## config.mk

```make
export PLATFORM = sky130hd
export DESIGN_NAME = frame_scheduler
export DESIGN_NICKNAME = d
export VERILOG_FILES = /design/src/rtl/frame_scheduler.sv
export SDC_FILE = /design/constraint.sdc
export NUM_CORES = 1
export LEC_CHECK = 0
export ABC_AREA = 1
export CAP_MARGIN = 20
export CELL_PAD_IN_SITES_DETAIL_PLACEMENT = 1
export CELL_PAD_IN_SITES_GLOBAL_PLACEMENT = 1
export CORE_MARGIN = 2
export CORE_UTILIZATION = 36
export CTS_BUF_LIST = sky130_fd_sc_hd__clkbuf_8
export CTS_CLUSTER_SIZE = 16
export DETAILED_ROUTE_END_ITERATION = 12
export HOLD_SLACK_MARGIN = 0.06
export PLACE_DENSITY_LB_ADDON = 0.1
export SLEW_MARGIN = 15
export SYNTH_ARGS = -nofsm -noshare
export SYNTH_HDL_FRONTEND = slang
export SYNTH_SLANG_ARGS = --single-unit
```

## constraint.sdc

```tcl
create_clock -name clk -period 4.8 [get_ports clk]
set_input_delay 0.96 -clock clk [delete_from_list [all_inputs] [get_ports clk]]
set_output_delay 0.96 -clock clk [all_outputs]
set_load 0.01 [all_outputs]
```

## src/rtl/frame_scheduler.sv

```systemverilog
// frame_scheduler
// Per-frame sequencer and pixel arbiter between the object drawers and the
// 160x120 VGA adapter. On every frame tick each client is visited in index
// order: erase pass at its old position, a one-cycle update pulse, then a
// draw pass. Only the active client's pixel stream reaches the adapter.
// All control outputs are registered from the next-state value so that they
// line up exactly with the FSM state they describe.

module frame_scheduler #(
    parameter int         NUM_CLIENTS  = 3,
    parameter int         FRAME_CYCLES = 833333,
    parameter int         PASS_TIMEOUT = 4096,
    parameter logic [2:0] ERASE_COLOUR = 3'b000
) (
    input  logic                      clk,
    input  logic                      resetn,
    input  logic                      go,
    output logic [NUM_CLIENTS-1:0]    cl_start,
    output logic [NUM_CLIENTS-1:0]    cl_update,
    output logic                      cl_erase,
    input  logic [10*NUM_CLIENTS-1:0] cl_x,
    input  logic [10*NUM_CLIENTS-1:0] cl_y,
    input  logic [3*NUM_CLIENTS-1:0]  cl_colour,
    input  logic [NUM_CLIENTS-1:0]    cl_wren,
    input  logic [NUM_CLIENTS-1:0]    cl_done,
    output logic [7:0]                vga_x,
    output logic [6:0]                vga_y,
    output logic [2:0]                vga_colour,
    output logic                      vga_wren,
    output logic                      frame_tick,
    output logic                      busy,
    output logic [7:0]                overrun,
    output logic                      timeout_err
);

    localparam int IDX_W = (NUM_CLIENTS > 1) ? $clog2(NUM_CLIENTS) : 1;
    localparam int FRM_W = (FRAME_CYCLES > 1) ? $clog2(FRAME_CYCLES) : 1;
    localparam int PT_W  = $clog2(PASS_TIMEOUT + 1);

    localparam logic [FRM_W-1:0] FRM_LAST = FRM_W'(FRAME_CYCLES - 1);
    localparam logic [IDX_W-1:0] IDX_LAST = IDX_W'(NUM_CLIENTS - 1);
    localparam logic [PT_W-1:0]  PT_LAST  = PT_W'(PASS_TIMEOUT - 1);
    localparam logic [9:0]       X_LIMIT  = 10'd160;
    localparam logic [9:0]       Y_LIMIT  = 10'd120;

    typedef enum logic [2:0] {
        ST_IDLE    = 3'd0,
        ST_E_START = 3'd1,
        ST_E_WAIT  = 3'd2,
        ST_UPD     = 3'd3,
        ST_D_START = 3'd4,
        ST_D_WAIT  = 3'd5,
        ST_NEXT    = 3'd6
    } state_t;

    state_t                   state_r, state_s;
    logic [IDX_W-1:0]         idx_r, idx_s;
    logic [FRM_W-1:0]         frame_cnt_r, frame_cnt_s;
    logic                     frame_tick_r;
    logic [PT_W-1:0]          pass_cnt_r;
    logic [7:0]               overrun_r;
    logic                     timeout_err_r;
    logic                     busy_r;
    logic [NUM_CLIENTS-1:0]   cl_start_r, cl_update_r, start_oh_s;
    logic                     cl_erase_r;
    logic [7:0]               vga_x_r;
    logic [6:0]               vga_y_r;
    logic [2:0]               vga_colour_r;
    logic                     vga_wren_r;

    logic [9:0]               act_x_s, act_y_s;
    logic [2:0]               act_colour_s;
    logic                     act_wren_s, done_s;
    logic                     in_wait_s, in_pass_s, erase_pass_s, timeout_s;

    // Frame counter next value: free-running 0..FRAME_CYCLES-1 with wrap.
    always_comb begin
        frame_cnt_s = frame_cnt_r + FRM_W'(1'b1);
        if (frame_cnt_r == FRM_LAST) begin
            frame_cnt_s = {FRM_W{1'b0}};
        end else begin
            frame_cnt_s = frame_cnt_r + FRM_W'(1'b1);
        end
    end

    // Select the active client's pixel and done signals (AND-OR mux on idx).
    always_comb begin
        act_x_s      = 10'd0;
        act_y_s      = 10'd0;
        act_colour_s = 3'd0;
        act_wren_s   = 1'b0;
        done_s       = 1'b0;
        for (int i = 0; i < NUM_CLIENTS; i++) begin
            act_x_s      = act_x_s      | ({10{idx_r == IDX_W'(i)}} & cl_x[10*i +: 10]);
            act_y_s      = act_y_s      | ({10{idx_r == IDX_W'(i)}} & cl_y[10*i +: 10]);
            act_colour_s = act_colour_s | ({3{idx_r == IDX_W'(i)}}  & cl_colour[3*i +: 3]);
            act_wren_s   = act_wren_s   | ((idx_r == IDX_W'(i)) & cl_wren[i]);
            done_s       = done_s       | ((idx_r == IDX_W'(i)) & cl_done[i]);
        end
    end

    // Pass classification and timeout detection for the current state.
    always_comb begin
        in_wait_s    = (state_r == ST_E_WAIT) || (state_r == ST_D_WAIT);
        erase_pass_s = (state_r == ST_E_START) || (state_r == ST_E_WAIT);
        in_pass_s    = erase_pass_s || (state_r == ST_D_START) || (state_r == ST_D_WAIT);
        timeout_s    = in_wait_s && (pass_cnt_r == PT_LAST);
    end

    // Next-state logic; done is only looked at in the wait states.
    always_comb begin
        state_s = state_r;
        idx_s   = idx_r;
        case (state_r)
            ST_IDLE: begin
                if (frame_tick_r && go) begin
                    state_s = ST_E_START;
                    idx_s   = {IDX_W{1'b0}};
                end else begin
                    state_s = ST_IDLE;
                end
            end
            ST_E_START: state_s = ST_E_WAIT;
            ST_E_WAIT: begin
                if (done_s || timeout_s) begin
                    state_s = ST_UPD;
                end else begin
                    state_s = ST_E_WAIT;
                end
            end
            ST_UPD:     state_s = ST_D_START;
            ST_D_START: state_s = ST_D_WAIT;
            ST_D_WAIT: begin
                if (done_s || timeout_s) begin
                    state_s = ST_NEXT;
                end else begin
                    state_s = ST_D_WAIT;
                end
            end
            ST_NEXT: begin
                if (idx_r == IDX_LAST) begin
                    state_s = ST_IDLE;
                end else begin
                    state_s = ST_E_START;
                    idx_s   = idx_r + IDX_W'(1'b1);
                end
            end
            default: begin
                state_s = ST_IDLE;
                idx_s   = {IDX_W{1'b0}};
            end
        endcase
    end

    // One-hot of the client that will be active next cycle.
    always_comb begin
        start_oh_s = {NUM_CLIENTS{1'b0}};
        for (int i = 0; i < NUM_CLIENTS; i++) begin
            start_oh_s[i] = (idx_s == IDX_W'(i));
        end
    end

    // State, timers, status and registered control outputs.
    always_ff @(posedge clk) begin
        if (!resetn) begin
            state_r       <= ST_IDLE;
            idx_r         <= {IDX_W{1'b0}};
            frame_cnt_r   <= {FRM_W{1'b0}};
            frame_tick_r  <= 1'b0;
            pass_cnt_r    <= {PT_W{1'b0}};
            overrun_r     <= 8'd0;
            timeout_err_r <= 1'b0;
            busy_r        <= 1'b0;
            cl_start_r    <= {NUM_CLIENTS{1'b0}};
            cl_update_r   <= {NUM_CLIENTS{1'b0}};
            cl_erase_r    <= 1'b0;
        end else begin
            state_r      <= state_s;
            idx_r        <= idx_s;
            frame_cnt_r  <= frame_cnt_s;
            frame_tick_r <= (frame_cnt_s == FRM_LAST);
            if ((state_r == ST_E_START) || (state_r == ST_D_START)) begin
                pass_cnt_r <= {PT_W{1'b0}};
            end else if (in_wait_s) begin
                pass_cnt_r <= pass_cnt_r + PT_W'(1'b1);
            end
            // A tick seen while a frame is still running is dropped.
            if (frame_tick_r && (state_r != ST_IDLE) && (overrun_r != 8'hFF)) begin
                overrun_r <= overrun_r + 8'd1;
            end
            if (timeout_s && !done_s) begin
                timeout_err_r <= 1'b1;
            end
            busy_r      <= (state_s != ST_IDLE);
            cl_start_r  <= ((state_s == ST_E_START) || (state_s == ST_D_START)) ?
                           start_oh_s : {NUM_CLIENTS{1'b0}};
            cl_update_r <= (state_s == ST_UPD) ? start_oh_s : {NUM_CLIENTS{1'b0}};
            cl_erase_r  <= (state_s == ST_E_START) || (state_s == ST_E_WAIT);
        end
    end

    // Pixel path: one-cycle registered copy of the active client, clipped.
    always_ff @(posedge clk) begin
        if (!resetn) begin
            vga_x_r      <= 8'd0;
            vga_y_r      <= 7'd0;
            vga_colour_r <= 3'd0;
            vga_wren_r   <= 1'b0;
        end else begin
            vga_x_r      <= act_x_s[7:0];
            vga_y_r      <= act_y_s[6:0];
            vga_colour_r <= erase_pass_s ? ERASE_COLOUR : act_colour_s;
            vga_wren_r   <= in_pass_s && act_wren_s &&
                            (act_x_s < X_LIMIT) && (act_y_s < Y_LIMIT);
        end
    end

    assign cl_start    = cl_start_r;
    assign cl_update   = cl_update_r;
    assign cl_erase    = cl_erase_r;
    assign vga_x       = vga_x_r;
    assign vga_y       = vga_y_r;
    assign vga_colour  = vga_colour_r;
    assign vga_wren    = vga_wren_r;
    assign frame_tick  = frame_tick_r;
    assign busy        = busy_r;
    assign overrun     = overrun_r;
    assign timeout_err = timeout_err_r;

endmodule

```

==> impl_summary.md <==
Status
The flow ran to the end, and the final reports show no timing, DRC or antenna violations.

Critical path
On the critical path the largest part of the delay comes from buffers and inverters. Walking the worst path, the cells encountered are clkdlybuf4s50_1 -> inv_1 -> a21oi_1 -> nand3_1 -> nor2_1 -> nand3_1 -> nor2_1 -> nand2_1 -> nor2_1. The most used cell along the critical path is sky130_fd_sc_hd__nor2_1. The worst reg-to-reg setup slack is 2.65 ns. The capture point of the worst reg-to-reg path is cl_erase$_SDFF_PN0_. The longest individual stage delay on the worst path is 0.65 ns. In this run the worst path has a maximum fanout of 22.

The worst reg2reg path depth is 8. For the worst setup path, the data required time is 5.08 ns. For the worst setup path, the data arrival time is 2.84 ns. The critical path is of the input pin to flop type. The master of the slowest instance on the critical path is sky130_fd_sc_hd__clkdlybuf4s50_1. The kind of start point of the critical path is an input pin.

The kind of end point of the critical path is a flop. In this run the critical register-to-register path is launched from idx_r[0]$_SDFF_PN0_. The buffer and inverter count on the worst path is 2.

Synthesis
The synthesized netlist occupies a cell area of 3790 um2. The Yosys step of the flow raised 0 warnings. The cell accounting for the most synthesized area is sky130_fd_sc_hd__dfxtp_1. The mean cell area of the mapped netlist is 6.60 um2.

After synthesis, the cell types taking the most area are sky130_fd_sc_hd__dfxtp_1 (40%), sky130_fd_sc_hd__nand2_1 (17%), sky130_fd_sc_hd__inv_1 (7.5%), sky130_fd_sc_hd__nand3_1 (7.4%), sky130_fd_sc_hd__nor2_1 (6.9%). The number of different library cells used by synthesis comes to 33. Sequential cells were found to cover 39.7% of the synthesized design area.

The synthesized flop and latch total is 75. The proportion of register bits with asynchronous set or reset after synthesis is 0%. By count the netlist is led by sky130_fd_sc_hd__nand2_1 (171), sky130_fd_sc_hd__inv_1 (76), sky130_fd_sc_hd__dfxtp_1 (75).

The leading register cell type out of synthesis is sky130_fd_sc_hd__dfxtp_1. The net count after synthesis is 659. The synthesized design devotes to its leading area cell type 39.7% of total area. In the synthesized netlist, the number of instances is 574.

Among all cell types in the netlist, the one instantiated most often is sky130_fd_sc_hd__nand2_1. The number of enable flip-flop cells after synthesis is 0.

Drt
The total vias in the final route is 4,067. For this run, design rule violations remaining after detail routing come to 0. The final routed wirelength across all metal layers is 12.1 mm.

For this block, the initial DRC count from the detailed router was 160. The number of routed nets with antenna violations is 0. The pre-antenna-repair detailed-routing pass consisted of 4 iterations. Dividing the detail-routed wire length by the instance count gives 14.6 um. The ratio of routed vias to standard cells is 4.91.

Floorplan
The total area inside the core boundary comes to 10,300 um2. The top-level I/O count is 115. The area enclosed by the die boundary is 11,400 um2. The initial utilization of the core area, before any placement, comes to 36.8%. The floorplan step set the die height to 107 um. Measured along the x axis, the die boundary spans 107 um. The cell row count is 37.

Timing
The tightest slew margin relative to the limit is 39.1%. For the pin with the worst max-slew slack, the measured transition is 0.913 ns. The number of endpoints with negative hold slack in the final report was 0. Subtracting the final worst setup slack from the clock period gives 2.57 ns. The setup TNS is 0 ns. The setup violation total in the final timing report is 0. Timing would allow up to 390 MHz. The clock tree skew after final layout is 0.00837 ns.

Setup repair after global routing left no endpoint under its margin. The final max-slew violation count is 0. Of the available clock period, the critical path in the final layout requires 53.5%.

Placement
The placer's final routability congestion estimate is 0.875. Buffers placed on the I/O ports in this run total 114. After detailed placement, the design holds a cell count of 814. The HPWL after detailed placement is 9.69 mm.

Global route
The number of global-route vias before repair is 4,300. For this run, the total global-route usage over all layers was measured as 22.5%. The maximum number of pins on one net before global-route repair is 23. The first global-routing pass estimated 20.3 mm of wire. The initial antenna violation count came to 0. Summed over all layers, the global routing overflow is 0.

Final layout
Once layout is complete, the cells apart from fillers number 829. The layout-stage area growth over the synthesis result is 38.5%. The count of inserted antenna diode cells is 0. The net count reported at finish is 774. In the final layout, the share of cells above drive strength 1 is 5.19%.

Hold path
For hold timing, the worst endpoint is pass_cnt_r[11]$_SDFFE_PP0P_. The origin of the worst min-delay path is pass_cnt_r[11]$_SDFFE_PP0P_. The min-delay analysis places its worst path in the category flop to flop. The worst hold path was traced through 2 stages.

Clock tree
The number of buffers created by CTS is 9. For this design, the sink count on the clock tree is 75. The post-cts resize count is 0.

The tree is rooted in a sky130_fd_sc_hd__clkbuf_8. The total number of H-tree levels is 3. The worst-skew pair later-pin latency is 0.34 ns. The clock passes through at most 2 buffers. The CTS clock-pin slew for the worst setup and hold paths is 0.08 ns. The number of setup buffers added after CTS is 0. The total of hold buffers inserted after clock tree synthesis is 0. The CTS tree is done.

Power and ir drop
The worst vdd rail ir drop is 0.000144 V. Power spread over the standard cell area amounts to 276 nW/um2. For this design the static power due to leakage is 2.20 nW.

Run
Across the run, the number of max-cap violations was 0.
==> per-layer routing <==
layer | global-route usage [%] | part of all wire [%]
met1 | 25.9 | 43
met2 | 41.5 | 51
met3 | 3.99 | 2.7
met4 | 8.26 | 2.8
met5 | 0 | 0
==> registers in the layout, summed over array words and instances (netlist names) <==
signal	cells
vga_x	8
overrun	8
frame_cnt_r	20
busy	1
vga_colour	3
vga_wren	1
idx_r	2
cl_start	3
timeout_err	1
frame_tick	1
cl_erase	1
cl_update	3
state_r	3
pass_cnt_r	13
vga_y	7
==> metrics by stage <==
| stage | total power, W | utilization [%] | worst slack (ns) | hold WS [ns] | instance area, um2 |
|---|---|---|---|---|---|
| finish | 0.00145 | 51.0 | 2.23 | 0.474 | 5250 |
| global route | 0.00152 | 51.0 | 2.09 | 0.507 | 5250 |
| floorplan | 0.000841 | - | 2.95 | 0.434 | 3790 |
| detailed placement | 0.000995 | 49.3 | 1.92 | 0.473 | 5060 |
| CTS | 0.00146 | 51.0 | 2.28 | 0.485 | 5250 |
| global placement | 0.000984 | 49.3 | 1.94 | 0.449 | 5060 |
==> worst reg2reg max path, cell delays in order (launching register included) <==
cell and delay (ns):
sky130_fd_sc_hd__dfxtp_1 0.32, sky130_fd_sc_hd__inv_1 0.10, sky130_fd_sc_hd__ha_1 0.76, sky130_fd_sc_hd__nor3_1 0.11
sky130_fd_sc_hd__nor3_1 0.31, sky130_fd_sc_hd__nand2_1 0.14, sky130_fd_sc_hd__nor2_2 0.14, sky130_fd_sc_hd__nand2_1 0.07
sky130_fd_sc_hd__a21oi_1 0.12
==> logic make-up after synthesis <==
kind of cell	share of synthesized area [%]
and+or+nand+nor	39.6
adders and majority gates	2.31
DFF	39.7
buffers and inverters	8.76
AOI/OAI and AO/OA	8.06
xor gates and xnor gates	1.62
==> final cells by class <==
cell class / count / area [um2]
clock inverter: 6 / 58.8
tap: 136 / 170
fill: 1362 / 5030
clock buffer: 9 / 124
inverter: 77 / 289
multi-input combinational: 411 / 1950
sequential: 75 / 1500
timing repair buffer: 115 / 1150
==> worst max path at each step <==
stage / to / cells after the start / from
2_1_floorplan: pass_cnt_r[0]$_SDFFE_PP0P_ / 6 / resetn
3_3_place_gp: frame_tick$_SDFF_PN0_ / 9 / resetn
3_5_place_dp: frame_tick$_SDFF_PN0_ / 9 / resetn
4_1_cts: frame_tick$_SDFF_PN0_ / 9 / resetn
5_1_grt: frame_tick$_SDFF_PN0_ / 9 / resetn
6_report: frame_tick$_SDFF_PN0_ / 9 / resetn
==> cells in the final DEF (no fill, tap or decap), drive strengths merged, types with 3 or more instances in the layout <==
cell type,n
nand2,176
clkdlybuf4s50,114
nor2,79
inv,78
dfxtp,75
nand3,58
a21oi,21
o21ai,17
nor3,12
clkbuf,9
nand4,8
ha,7
xor2,6
a31oi,4
or2,4
o21a,3
nor4,3
o41ai,3
==> where the power goes <==
group | switching [W] | leakage [nW] | internal, W | total (W)
clock network | 0.000232 | 0.0923 | 0.000234 | 0.000465
registers | 0.0000233 | 0.610 | 0.000654 | 0.000678
logic | 0.000162 | 1.49 | 0.000142 | 0.000303
total | 0.000417 | 2.20 | 0.00103 | 0.00145
No activity file was read; power rests on OpenSTA's default activity.
